==> config.mk <==
export PLATFORM = sky130hd
export DESIGN_NAME = spi_reg_ctrl_flat
export DESIGN_NICKNAME = d
export VERILOG_FILES = /design/src/rtl/spi_reg_ctrl_if.sv /design/src/rtl/spi_reg_ctrl.sv /design/src/flat_wrapper.sv
export SDC_FILE = /design/constraint.sdc
export NUM_CORES = 1
export LEC_CHECK = 0
export ABC_AREA = 1
export BUFFER_PORTS_ARGS = -buffer_cell sky130_fd_sc_hd__buf_2
export CELL_PAD_IN_SITES_DETAIL_PLACEMENT = 0
export CELL_PAD_IN_SITES_GLOBAL_PLACEMENT = 2
export CORE_MARGIN = 10
export CORE_UTILIZATION = 25
export DETAILED_ROUTE_END_ITERATION = 12
export PLACE_DENSITY = 0.73
export SETUP_SLACK_MARGIN = 0.02
export SLEW_MARGIN = 20
export SYNTH_ARGS = -nofsm -noshare
export SYNTH_HDL_FRONTEND = slang
export SYNTH_SLANG_ARGS = --single-unit
==> constraint.sdc <==
create_clock -name sys_clk -period 1.56 [get_ports sys_clk]
set_clock_uncertainty 0.05 [all_clocks]
set_input_delay 0.312 -clock sys_clk [delete_from_list [all_inputs] [get_ports sys_clk]]
set_output_delay 0.312 -clock sys_clk [all_outputs]
set_load 0.05 [all_outputs]
==> src/rtl/spi_reg_ctrl_if.sv <==
// spi_reg_ctrl_if: SPI byte engine and register bank bus for spi_reg_ctrl.
// Ports: none; slave modport = controller side, master modport = environment side.
interface spi_reg_ctrl_if #(
    parameter int AW = 7
);
    logic          spi_cs;
    logic          spi_rx_valid;
    logic [7:0]    spi_rx_byte;
    logic [7:0]    spi_tx_byte;
    logic [AW-1:0] reg_addr;
    logic [7:0]    reg_wdata;
    logic          reg_we;
    logic          reg_re;
    logic [7:0]    reg_rdata;
    logic          frame_done;
    logic          frame_ovf;

    modport slave (
        input  spi_cs,
        input  spi_rx_valid,
        input  spi_rx_byte,
        input  reg_rdata,
        output spi_tx_byte,
        output reg_addr,
        output reg_wdata,
        output reg_we,
        output reg_re,
        output frame_done,
        output frame_ovf
    );

    modport master (
        output spi_cs,
        output spi_rx_valid,
        output spi_rx_byte,
        output reg_rdata,
        input  spi_tx_byte,
        input  reg_addr,
        input  reg_wdata,
        input  reg_we,
        input  reg_re,
        input  frame_done,
        input  frame_ovf
    );
endinterface

==> src/rtl/spi_reg_ctrl.sv <==
// spi_reg_ctrl: SPI frame controller mapping {rw,addr} + burst bytes onto a register bank.
// Ports: sys_clk, sys_rst (sync, active-high), bus (spi_reg_ctrl_if.slave).
// Build option: SPI_AUTOINC_EN defined -> address advances per data byte;
// undefined -> the whole frame stays on the command address.
module spi_reg_ctrl #(
    parameter int       AW        = 7,
    parameter bit [7:0] IDLE_TX   = 8'hA5,
    parameter int       MAX_BURST = 16
) (
    input  logic          sys_clk,
    input  logic          sys_rst,
    spi_reg_ctrl_if.slave bus
);

`ifdef SPI_AUTOINC_EN
    localparam bit AUTOINC = 1'b1;
`else
    localparam bit AUTOINC = 1'b0;
`endif

    localparam int CW = $clog2(MAX_BURST + 2);
    localparam logic [CW-1:0] MAXC = CW'(MAX_BURST);
    localparam logic [CW-1:0] SATC = CW'(MAX_BURST + 1);

    typedef enum logic [2:0] {
        S_WAIT_CS,
        S_IDLE,
        S_CMD,
        S_FETCH,
        S_RDATA,
        S_WDATA
    } state_t;

    state_t        r_state;
    logic [7:0]    r_tx;
    logic [AW-1:0] r_addr;
    logic [7:0]    r_wdata;
    logic          r_we;
    logic          r_re;
    logic          r_done;
    logic          r_fovf;
    logic [CW-1:0] r_cnt;
    logic          r_ovf;
    logic          r_any;
    logic          r_owed;

    logic [AW-1:0] w_addr_inc;
    logic [AW-1:0] w_cmd_addr;
    logic [CW-1:0] w_cnt_inc;
    logic          w_in_frame;

    assign w_addr_inc = AUTOINC ? r_addr + AW'(1) : r_addr;
    // Bit 7 is the rw flag; the address field is zero-extended or truncated to AW.
    assign w_cmd_addr = AW'({1'b0, bus.spi_rx_byte[6:0]});
    assign w_cnt_inc  = (r_cnt == SATC) ? r_cnt : r_cnt + CW'(1);
    assign w_in_frame = (r_state != S_WAIT_CS) && (r_state != S_IDLE);

    always_ff @(posedge sys_clk) begin
        if (sys_rst) begin
            r_state <= S_WAIT_CS;
            r_tx    <= IDLE_TX;
            r_addr  <= '0;
            r_wdata <= '0;
            r_we    <= 1'b0;
            r_re    <= 1'b0;
            r_done  <= 1'b0;
            r_fovf  <= 1'b0;
            r_cnt   <= '0;
            r_ovf   <= 1'b0;
            r_any   <= 1'b0;
            r_owed  <= 1'b0;
        end else begin
            r_we   <= 1'b0;
            r_re   <= 1'b0;
            r_done <= 1'b0;
            r_fovf <= 1'b0;
            if (w_in_frame && bus.spi_cs) begin
                // A strobe already on the bus finishes; its read data is never loaded.
                r_state <= S_IDLE;
                r_tx    <= IDLE_TX;
                r_done  <= r_any;
                r_fovf  <= r_any & r_ovf;
            end else begin
                unique case (r_state)
                    S_WAIT_CS: begin
                        if (bus.spi_cs) r_state <= S_IDLE;
                    end
                    S_IDLE: begin
                        r_tx   <= IDLE_TX;
                        r_cnt  <= '0;
                        r_ovf  <= 1'b0;
                        r_any  <= 1'b0;
                        r_owed <= 1'b0;
                        if (!bus.spi_cs) r_state <= S_CMD;
                    end
                    S_CMD: begin
                        if (bus.spi_rx_valid) begin
                            r_any  <= 1'b1;
                            r_addr <= w_cmd_addr;
                            if (bus.spi_rx_byte[7]) begin
                                r_re    <= 1'b1;
                                r_state <= S_FETCH;
                            end else begin
                                r_state <= S_WDATA;
                            end
                        end
                    end
                    S_FETCH: begin
                        if (bus.spi_rx_valid) begin
                            r_any  <= 1'b1;
                            r_cnt  <= w_cnt_inc;
                            r_addr <= w_addr_inc;
                            r_owed <= 1'b1;
                            if (r_cnt >= MAXC) r_ovf <= 1'b1;
                        end
                        // reg_rdata is valid the cycle after the strobe drops.
                        if (!r_re) begin
                            r_tx    <= bus.reg_rdata;
                            r_state <= S_RDATA;
                        end
                    end
                    S_RDATA: begin
                        if (bus.spi_rx_valid) begin
                            r_any  <= 1'b1;
                            r_cnt  <= w_cnt_inc;
                            r_addr <= w_addr_inc;
                            r_owed <= 1'b0;
                            if (r_cnt < MAXC) begin
                                r_re    <= 1'b1;
                                r_state <= S_FETCH;
                            end else begin
                                r_ovf <= 1'b1;
                                r_tx  <= 8'h00;
                            end
                        end else if (r_owed) begin
                            // Byte that arrived during the previous fetch.
                            r_owed <= 1'b0;
                            if (r_cnt <= MAXC) begin
                                r_re    <= 1'b1;
                                r_state <= S_FETCH;
                            end else begin
                                r_tx <= 8'h00;
                            end
                        end
                    end
                    S_WDATA: begin
                        // Advance one cycle after each write strobe.
                        if (r_we) r_addr <= w_addr_inc;
                        if (bus.spi_rx_valid) begin
                            r_any <= 1'b1;
                            r_cnt <= w_cnt_inc;
                            if (r_cnt < MAXC) begin
                                r_wdata <= bus.spi_rx_byte;
                                r_we    <= 1'b1;
                            end else begin
                                r_ovf <= 1'b1;
                            end
                        end
                    end
                    default: r_state <= S_WAIT_CS;
                endcase
            end
        end
    end

    assign bus.spi_tx_byte = r_tx;
    assign bus.reg_addr    = r_addr;
    assign bus.reg_wdata   = r_wdata;
    assign bus.reg_we      = r_we;
    assign bus.reg_re      = r_re;
    assign bus.frame_done  = r_done;
    assign bus.frame_ovf   = r_fovf;

endmodule

==> src/flat_wrapper.sv <==
// flat-port wrapper written by rule: the top's interface ports become plain ports
module spi_reg_ctrl_flat 
#(
    parameter int       AW        = 7,
    parameter bit [7:0] IDLE_TX   = 8'hA5,
    parameter int       MAX_BURST = 16
)
  (sys_clk, sys_rst, bus_spi_cs, bus_spi_rx_valid, bus_spi_rx_byte, bus_reg_rdata, bus_spi_tx_byte, bus_reg_addr, bus_reg_wdata, bus_reg_we, bus_reg_re, bus_frame_done, bus_frame_ovf);
  spi_reg_ctrl_if #(.AW(AW)) bus_i ();
  input  logic sys_clk;
  input  logic sys_rst;
  input wire logic [$bits(bus_i.spi_cs)-1:0] bus_spi_cs;
  input wire logic [$bits(bus_i.spi_rx_valid)-1:0] bus_spi_rx_valid;
  input wire logic [$bits(bus_i.spi_rx_byte)-1:0] bus_spi_rx_byte;
  input wire logic [$bits(bus_i.reg_rdata)-1:0] bus_reg_rdata;
  output wire logic [$bits(bus_i.spi_tx_byte)-1:0] bus_spi_tx_byte;
  output wire logic [$bits(bus_i.reg_addr)-1:0] bus_reg_addr;
  output wire logic [$bits(bus_i.reg_wdata)-1:0] bus_reg_wdata;
  output wire logic [$bits(bus_i.reg_we)-1:0] bus_reg_we;
  output wire logic [$bits(bus_i.reg_re)-1:0] bus_reg_re;
  output wire logic [$bits(bus_i.frame_done)-1:0] bus_frame_done;
  output wire logic [$bits(bus_i.frame_ovf)-1:0] bus_frame_ovf;
  assign bus_i.spi_cs = bus_spi_cs;
  assign bus_i.spi_rx_valid = bus_spi_rx_valid;
  assign bus_i.spi_rx_byte = bus_spi_rx_byte;
  assign bus_i.reg_rdata = bus_reg_rdata;
  assign bus_spi_tx_byte = bus_i.spi_tx_byte;
  assign bus_reg_addr = bus_i.reg_addr;
  assign bus_reg_wdata = bus_i.reg_wdata;
  assign bus_reg_we = bus_i.reg_we;
  assign bus_reg_re = bus_i.reg_re;
  assign bus_frame_done = bus_i.frame_done;
  assign bus_frame_ovf = bus_i.frame_ovf;
  spi_reg_ctrl #(.AW(AW), .IDLE_TX(IDLE_TX), .MAX_BURST(MAX_BURST)) u_core (.sys_clk(sys_clk), .sys_rst(sys_rst), .bus(bus_i));
endmodule
==> flow_summary.yaml, run 1 <==
logic_synthesis:
  ys_seq_elements: 38
  async_flop_share_pct: 0
  ys_top_cells_by_count: "dfxtp_1, nor2_1, nand2_1"
  yosysMostFrequentCell: "dfxtp_1"
  synth_area_per_cell_um2: 7.21
  syn-num-nets: 269
  yosys.area.top_type: "dfxtp_1"
  yosys.area.top_type_share_pct: 42.9
  yosysWarnings: 0
  synth_cells: 246
  synth_area_leaders: "dfxtp_1, nor2_1, nand2_1"
  seq_area_frac_synth_pct: 42.9
  synth_flop_cell: "dfxtp_1"
  syn_area_mm2: 0.00177
  synth_edf_count: 0
  synth.distinct_cells: 30
outcome:
  status: "finished, final reports clean"
clock_tree:
  clk_latency_ps: 290
  tritoncts.num_buffers: 5
  htree_levels: 2
  clk_path_buf_depth: 2
  cts_tree: "done"
  clock_sinks: 38
  root_buffer: "clkbuf_8"
  cts_hold_buf: 0
  clk_pin_slew_ps: 70
worst_setup_path:
  crit_arrival_ps: 1640
  slowest_stage: "dfxtp_2"
  required_ps: 1700
  slowest_delay_ps: 340
  rr_startpoint: "u_core.r_cnt[1]"
  path_class: "register to register"
  worstSetupEndpointType: "register"
  crit_chain: "inv_2, ha_4, a21oi_4, nor2_4, nor3_4, buf_12, nand2_1, o21ai_1, nor2_1"
  cp_max_fo: 5
  critPathBufInv: 2
  cpLargestDelayFamily: "simple AND/OR/NAND/NOR gates"
  startpoint: "u_core.r_cnt[1]"
  critical_path.startpoint_type: "register"
sta:
  setup_violations: 0
  rsz0062_at_grt: "true"
  finalCriticalPeriod_ps: 1500
  slew_headroom_pct: 79.9
  hold_viol: 0
  drv_slew: 0
  clock.fmax_ghz: 0.668
  tightest_slew_ps: 301
  timing.final.crit_share_pct: 96.0
power:
  pwr_density_cell_mw_per_mm2: 1920
  total_power_w: 0.00490
  power_frac_clock_pct: 14.4
  combPwrFrac_pct: 57.2
  p_int_w: 0.00266
  p_leak_nw: 1.15
  p_sw_share_pct: 45.8
  max-vdd-ir-drop_mv: 0.696
  p_switching_w: 0.00225
  p_seq_share_pct: 28.4
grt:
  grt_first_pass_wirelength_um: 8790
  grt_pass1_vias: 1773
  antenna_found_initial: 0
  gr-usage-all-layers_pct: 9.71
  grt-ovfl-total: 0
  grt_max_degree: 16
route:
  vias: 1747
  avgViaCountPerCell: 4.18
  wl_per_cell_um: 12.6
  wirelength_um: 5260
  ant_nets: 0
  dr.pass1.iters: 5
  drc: 0
  first_iter_violations: 105
final_layout:
  finalInstanceArea_mm2: 0.00256
  diodes: 0
  utilization_pct: 37.5
  fin_nets: 344
  multiInputGateArea_um2: 955
  areaGrowthSynthToFinish_pct: 44.4
  fillers: 753
  drive_above_1_share_pct: 40.4
  regArea_um2: 774
place:
  dp_hpwl_um: 3980
  port_buffers: 46
  dpl_cell_area_mm2: 0.00225
  gp_congestion: 0.829
floorplan:
  die-area_mm2: 0.0109
  rows: 30
  initial_core_util_pct: 26.0
  core_mm2: 0.00683
  die_w_um: 104
  ios: 47
  die_y_um: 104
hold_path:
  hold_path_class: "primary input to register"
  holdCritStartpoint: "bus_reg_rdata[2]"
run:
  drv_cap: 0
-- state kept, by name, summed over array words and instances (netlist names) --
register and flops:
u_core.bus.frame_done 1, u_core.bus.frame_ovf 1, u_core.bus.reg_addr 7, u_core.bus.reg_re 1, u_core.bus.reg_wdata 8, u_core.bus.reg_we 1, u_core.bus.spi_tx_byte 8, u_core.r_any 1
u_core.r_cnt 5, u_core.r_ovf 1, u_core.r_owed 1, u_core.r_state 3
-- cells by family after synthesis --
group | count (synthesis) | synth area share, %
compound gates | 55 | 16.4
buf+inv | 42 | 9.74
simple gates | 108 | 28.9
fa+ha+maj | 3 | 2.12
flops | 38 | 42.9
-- power by group through the flow --
stage / clock network [W] / registers (W) / logic (W)
floorplan: 0 / 0.00175 / 0.00113
global placement: 0 / 0.00135 / 0.00226
detailed placement: 0 / 0.00134 / 0.00224
CTS: 0.000741 / 0.00133 / 0.00237
global route: 0.000788 / 0.00142 / 0.00311
finish: 0.000707 / 0.00139 / 0.00281
-- stage by stage --
| stage | hold slack [ps] | setup slack, ps | instances | setup TNS [ps] |
|---|---|---|---|---|
| after global placement | 382 | -75.3 | 404 | -563 |
| after detailed placement | 382 | -102 | 404 | -843 |
| after CTS | 202 | 36.6 | 413 | 0 |
| final | 214 | 63.1 | 418 | 0 |
| after floorplan | 373 | 47.9 | 246 | 0 |
| after global routing | 238 | -62.4 | 418 | -385 |
-- area by class of cell --
| type | instances | share of cell area (%) |
|---|---|---|
| multi-input combinational | 166 | 37.3 |
| sequential | 38 | 30.3 |
| timing repair buffer | 73 | 18.1 |
| clock buffer | 7 | 3.37 |
| clock inverter | 1 | 0.196 |
| tap | 96 | 4.69 |
| inverter | 37 | 6.11 |
-- worst paths after layout --
check / end / slack, ps / cells after the start
setup / recovery: u_core.bus.spi_tx_byte[6] / 60 / 9
hold / removal: u_core.bus.spi_tx_byte[2] / 210 / 3
setup reg to reg: u_core.bus.spi_tx_byte[6] / 60 / 9
hold reg to reg: u_core.bus.reg_addr[1] / 390 / 2
-- repair_timing --
| item | 4_1_cts | 5_1_grt |
|---|---|---|
| pin swaps | 1 | 15 |
| gates cloned | 0 | 1 |
| setup endpoints to repair | 19 | 29 |
| buffers inserted | 1 | 4 |
| endpoints found under the hold margin | 0 | 0 |
| gates resized for setup | 4 | 49 |
-- layer usage --
metal	global-route usage [%]	up-vias	wire [um]
met5	0	-	0
met2	14.8	34	2350
met4	4.27	0	109
li1	-	942	-
met1	12.4	761	2600
met3	2.73	10	205
-- layout by cell type (no fill, tap or decap), types with 2 or more instances in the layout --
cell and count:
o21ai_1 17, inv_4 4, dfxtp_4 3, o21ai_0 11
buf_4 25, nand4_1 3, nor3_1 2, inv_2 7
a21oi_1 19, clkbuf_8 6, buf_2 46, dfxtp_2 2
nor2_4 6, nand2_1 29, inv_1 25, o21ai_2 2
nor2_1 34, nand2_4 2, nand3_1 11, nand2_2 10
ha_1 2, nand3_2 5, dfxtp_1 33
-- worst reg2reg max path, cell delays in order (launching register included) --
cell and delay, ps:
dfxtp_2 340, inv_2 50, ha_4 160, a21oi_4 160
nor2_4 70, nor3_4 270, buf_12 150, nand2_1 40
o21ai_1 60, nor2_1 50
Note: power is estimated with default switching activity, not from simulation.
==> inputs of run 2 (changes only) <==
Settings changed: ABC_AREA 1 to unset, CORE_UTILIZATION 25 to 29, CTS_BUF_LIST set to sky130_fd_sc_hd__clkbuf_4 sky130_fd_sc_hd__clkbuf_8, CTS_CLUSTER_SIZE set to 40, PLACE_DENSITY 0.73 to 0.78.
==> flow_summary.yaml, run 2 <==
final_layout:
  fin_cells: 362
  fin_nets: 309
  finalInstanceArea_mm2: 0.00266
  areaGrowthSynthToFinish_pct: 48.2
  layout_common_cells: "buf_2, buf_4, dfxtp_1"
  layout_commonest_cell: "buf_2"
  diodes: 0
  drive_above_1_share_pct: 45.6
  fillers: 597
outcome:
  violations: "setup timing"
  status: "complete, but fails checks"
run:
  drv_cap: 0
clock_tree:
  tritoncts.num_buffers: 5
  clk_pin_slew_ps: 80
  cts_tree: "done"
  clock_sinks: 38
  clk_path_buf_depth: 2
  clk_latency_ps: 290
  root_buffer: "clkbuf_8"
  cts_hold_buf: 0
  htree_levels: 2
place:
  gp_congestion: 0.797
  dp_cells: 350
  port_buffers: 46
  dp_hpwl_um: 3800
  dpl_cell_area_mm2: 0.00238
worst_setup_path:
  crit_chain: "inv_2, ha_1, or3b_4, and3_4, nor3_4, buf_4, nand2_1, a21oi_1"
  worstSetupEndpointType: "register"
  crit_arrival_ps: 1870
  r2r_slack_ps: -140
  slowest_stage: "or3b_4"
  cpLargestDelayFamily: "simple AND/OR/NAND/NOR gates"
  critPathBufInv: 2
  slowest_delay_ps: 370
  critical_path.startpoint_type: "register"
  path_class: "register to register"
  required_ps: 1730
  cp_max_fo: 3
logic_synthesis:
  syn_area_mm2: 0.00179
  ys_seq_elements: 38
  synth_compound_area_share_pct: 17.1
  synth_area_leaders: "dfxtp_1, a21oi_1, nand3_1"
  synthAdderAreaFrac_pct: 2.09
  synth_cells: 203
  yosys.area.top_type_share_pct: 42.4
  synth_edf_count: 0
  ys_top_cells_by_count: "dfxtp_1, a21oi_1, nand3_1"
  async_flop_share_pct: 0
  synthXorXnorAreaFrac_pct: 1.95
  synth_flop_cell: "dfxtp_1"
  synth.distinct_cells: 39
  yosys.area_share.simple_pct: 27.5
  yosysWarnings: 0
  yosys.area.top_type: "dfxtp_1"
  seq_area_frac_synth_pct: 42.4
  yosysMostFrequentCell: "dfxtp_1"
  muxShareOfSynthArea_pct: 4.46
  syn-num-nets: 226
  synth_area_per_cell_um2: 8.84
  synth_top_family_by_area: "simple AND/OR/NAND/NOR gates"
sta:
  drv_slew: 0
  slew_headroom_pct: 78.6
  hold_viol: 0
  setup_violations: 12
  finalSetupTns_ps: -875
  layout_setup_ws_ps: -137
  finalCriticalPeriod_ps: 1700
  tightest_slew_ps: 317
  timing.final.crit_share_pct: 109
  clock.fmax_ghz: 0.589
  rsz0062_at_grt: "true"
grt:
  grt_pass1_vias: 1710
  grt_max_degree: 18
  grt_first_pass_wirelength_um: 8450
  grt-ovfl-total: 0
  antenna_found_initial: 0
  gr-usage-all-layers_pct: 10.4
route:
  vias: 1713
  wirelength_um: 5130
  dr.pass1.iters: 4
  ant_nets: 0
  avgViaCountPerCell: 4.73
  first_iter_violations: 83
  wl_per_cell_um: 14.2
  drc: 0
hold_path:
  hold_path_class: "primary input to register"
floorplan:
  rows: 28
  ios: 47
  initial_core_util_pct: 30.1
  die-area_mm2: 0.00973
  core_mm2: 0.00596
  die_y_um: 98.7
  die_w_um: 98.7
power:
  p_leak_nw: 1.16
  max-vdd-ir-drop_mv: 0.662
  pwr_density_cell_mw_per_mm2: 1410
## run 2: changes by cell type in the layout (fill, tap and decap cells not counted), moves of 7 or more
cell / before / now
mux2i_1: 0 / 8
o21ai_0: 11 / 3
nand3_1: 11 / 18
nand2b_1: 0 / 13
nand2_1: 29 / 14
nor2_1: 34 / 17
buf_4: 25 / 35
inv_1: 25 / 2
o21ai_1: 17 / 0
## run 2: worst paths after layout
kind | from | end | cells past startpoint
min reg2reg | u_core.bus.reg_wdata[4] | u_core.bus.reg_wdata[4] | 2
max reg2reg | u_core.r_cnt[0] | u_core.r_state[2] | 8
min | sys_rst | u_core.r_state[0] | 2
max | u_core.r_cnt[0] | u_core.r_state[2] | 8
## run 2: cell type report
class / count / area (um^2) / area share [%]
Multi-Input combinational cell: 150 / 1070 / 40.2
Sequential cell: 38 / 769 / 28.9
Timing Repair Buffer: 86 / 567 / 21.3
Tap cell: 75 / 93.8 / 3.53
Clock buffer: 5 / 68.8 / 2.59
Clock inverter: 3 / 68.8 / 2.59
Inverter: 5 / 22.5 / 0.847
## run 2: routing by layer
layer	wire length (um)	global-route usage, %
met4	68	3.31
met3	272	3.56
met1	2470	13.0
met5	0	0
met2	2330	16.4
## run 2: cells by family (layout without fill, tap and decap cells)
| group | count (synthesis) | after routing |
|---|---|---|
| xor gates and xnor gates | 4 | 4 |
| DFF | 38 | 38 |
| AOI/OAI and AO/OA | 46 | 46 |
| adders and majority gates | 3 | 3 |
| and+or+nand+nor | 89 | 89 |
| muxes | 8 | 8 |
| buffers and inverters | 15 | 99 |
## run 2: report_power, final
| group | switching (W) | leakage [nW] | internal [W] | total, W |
|---|---|---|---|---|
| Sequential | 0.0000889 | 0.310 | 0.00109 | 0.00118 |
| Combinational | 0.000847 | 0.778 | 0.000714 | 0.00156 |
| Clock | 0.000373 | 0.0683 | 0.000641 | 0.00101 |
| Total | 0.00131 | 1.16 | 0.00244 | 0.00375 |
## run 2: metrics by stage
stage / hold WS, ps / utilization, % / worst slack, ps / power, W
after floorplan: 346 / - / -108 / 0.00212
after global placement: 390 / 40.0 / -175 / 0.00260
after detailed placement: 395 / 40.0 / -189 / 0.00259
after CTS: 200 / 42.7 / -125 / 0.00368
after global routing: 208 / 44.6 / -252 / 0.00399
final: 204 / 44.6 / -137 / 0.00375
## run 2: what timing repair did
action / 4_1_cts / 5_1_grt
gates cloned: 0 / 1
pin swaps: 5 / 18
endpoints found under the setup margin: 26 / 25
resized for setup: 10 / 23
setup buffers: 0 / 3
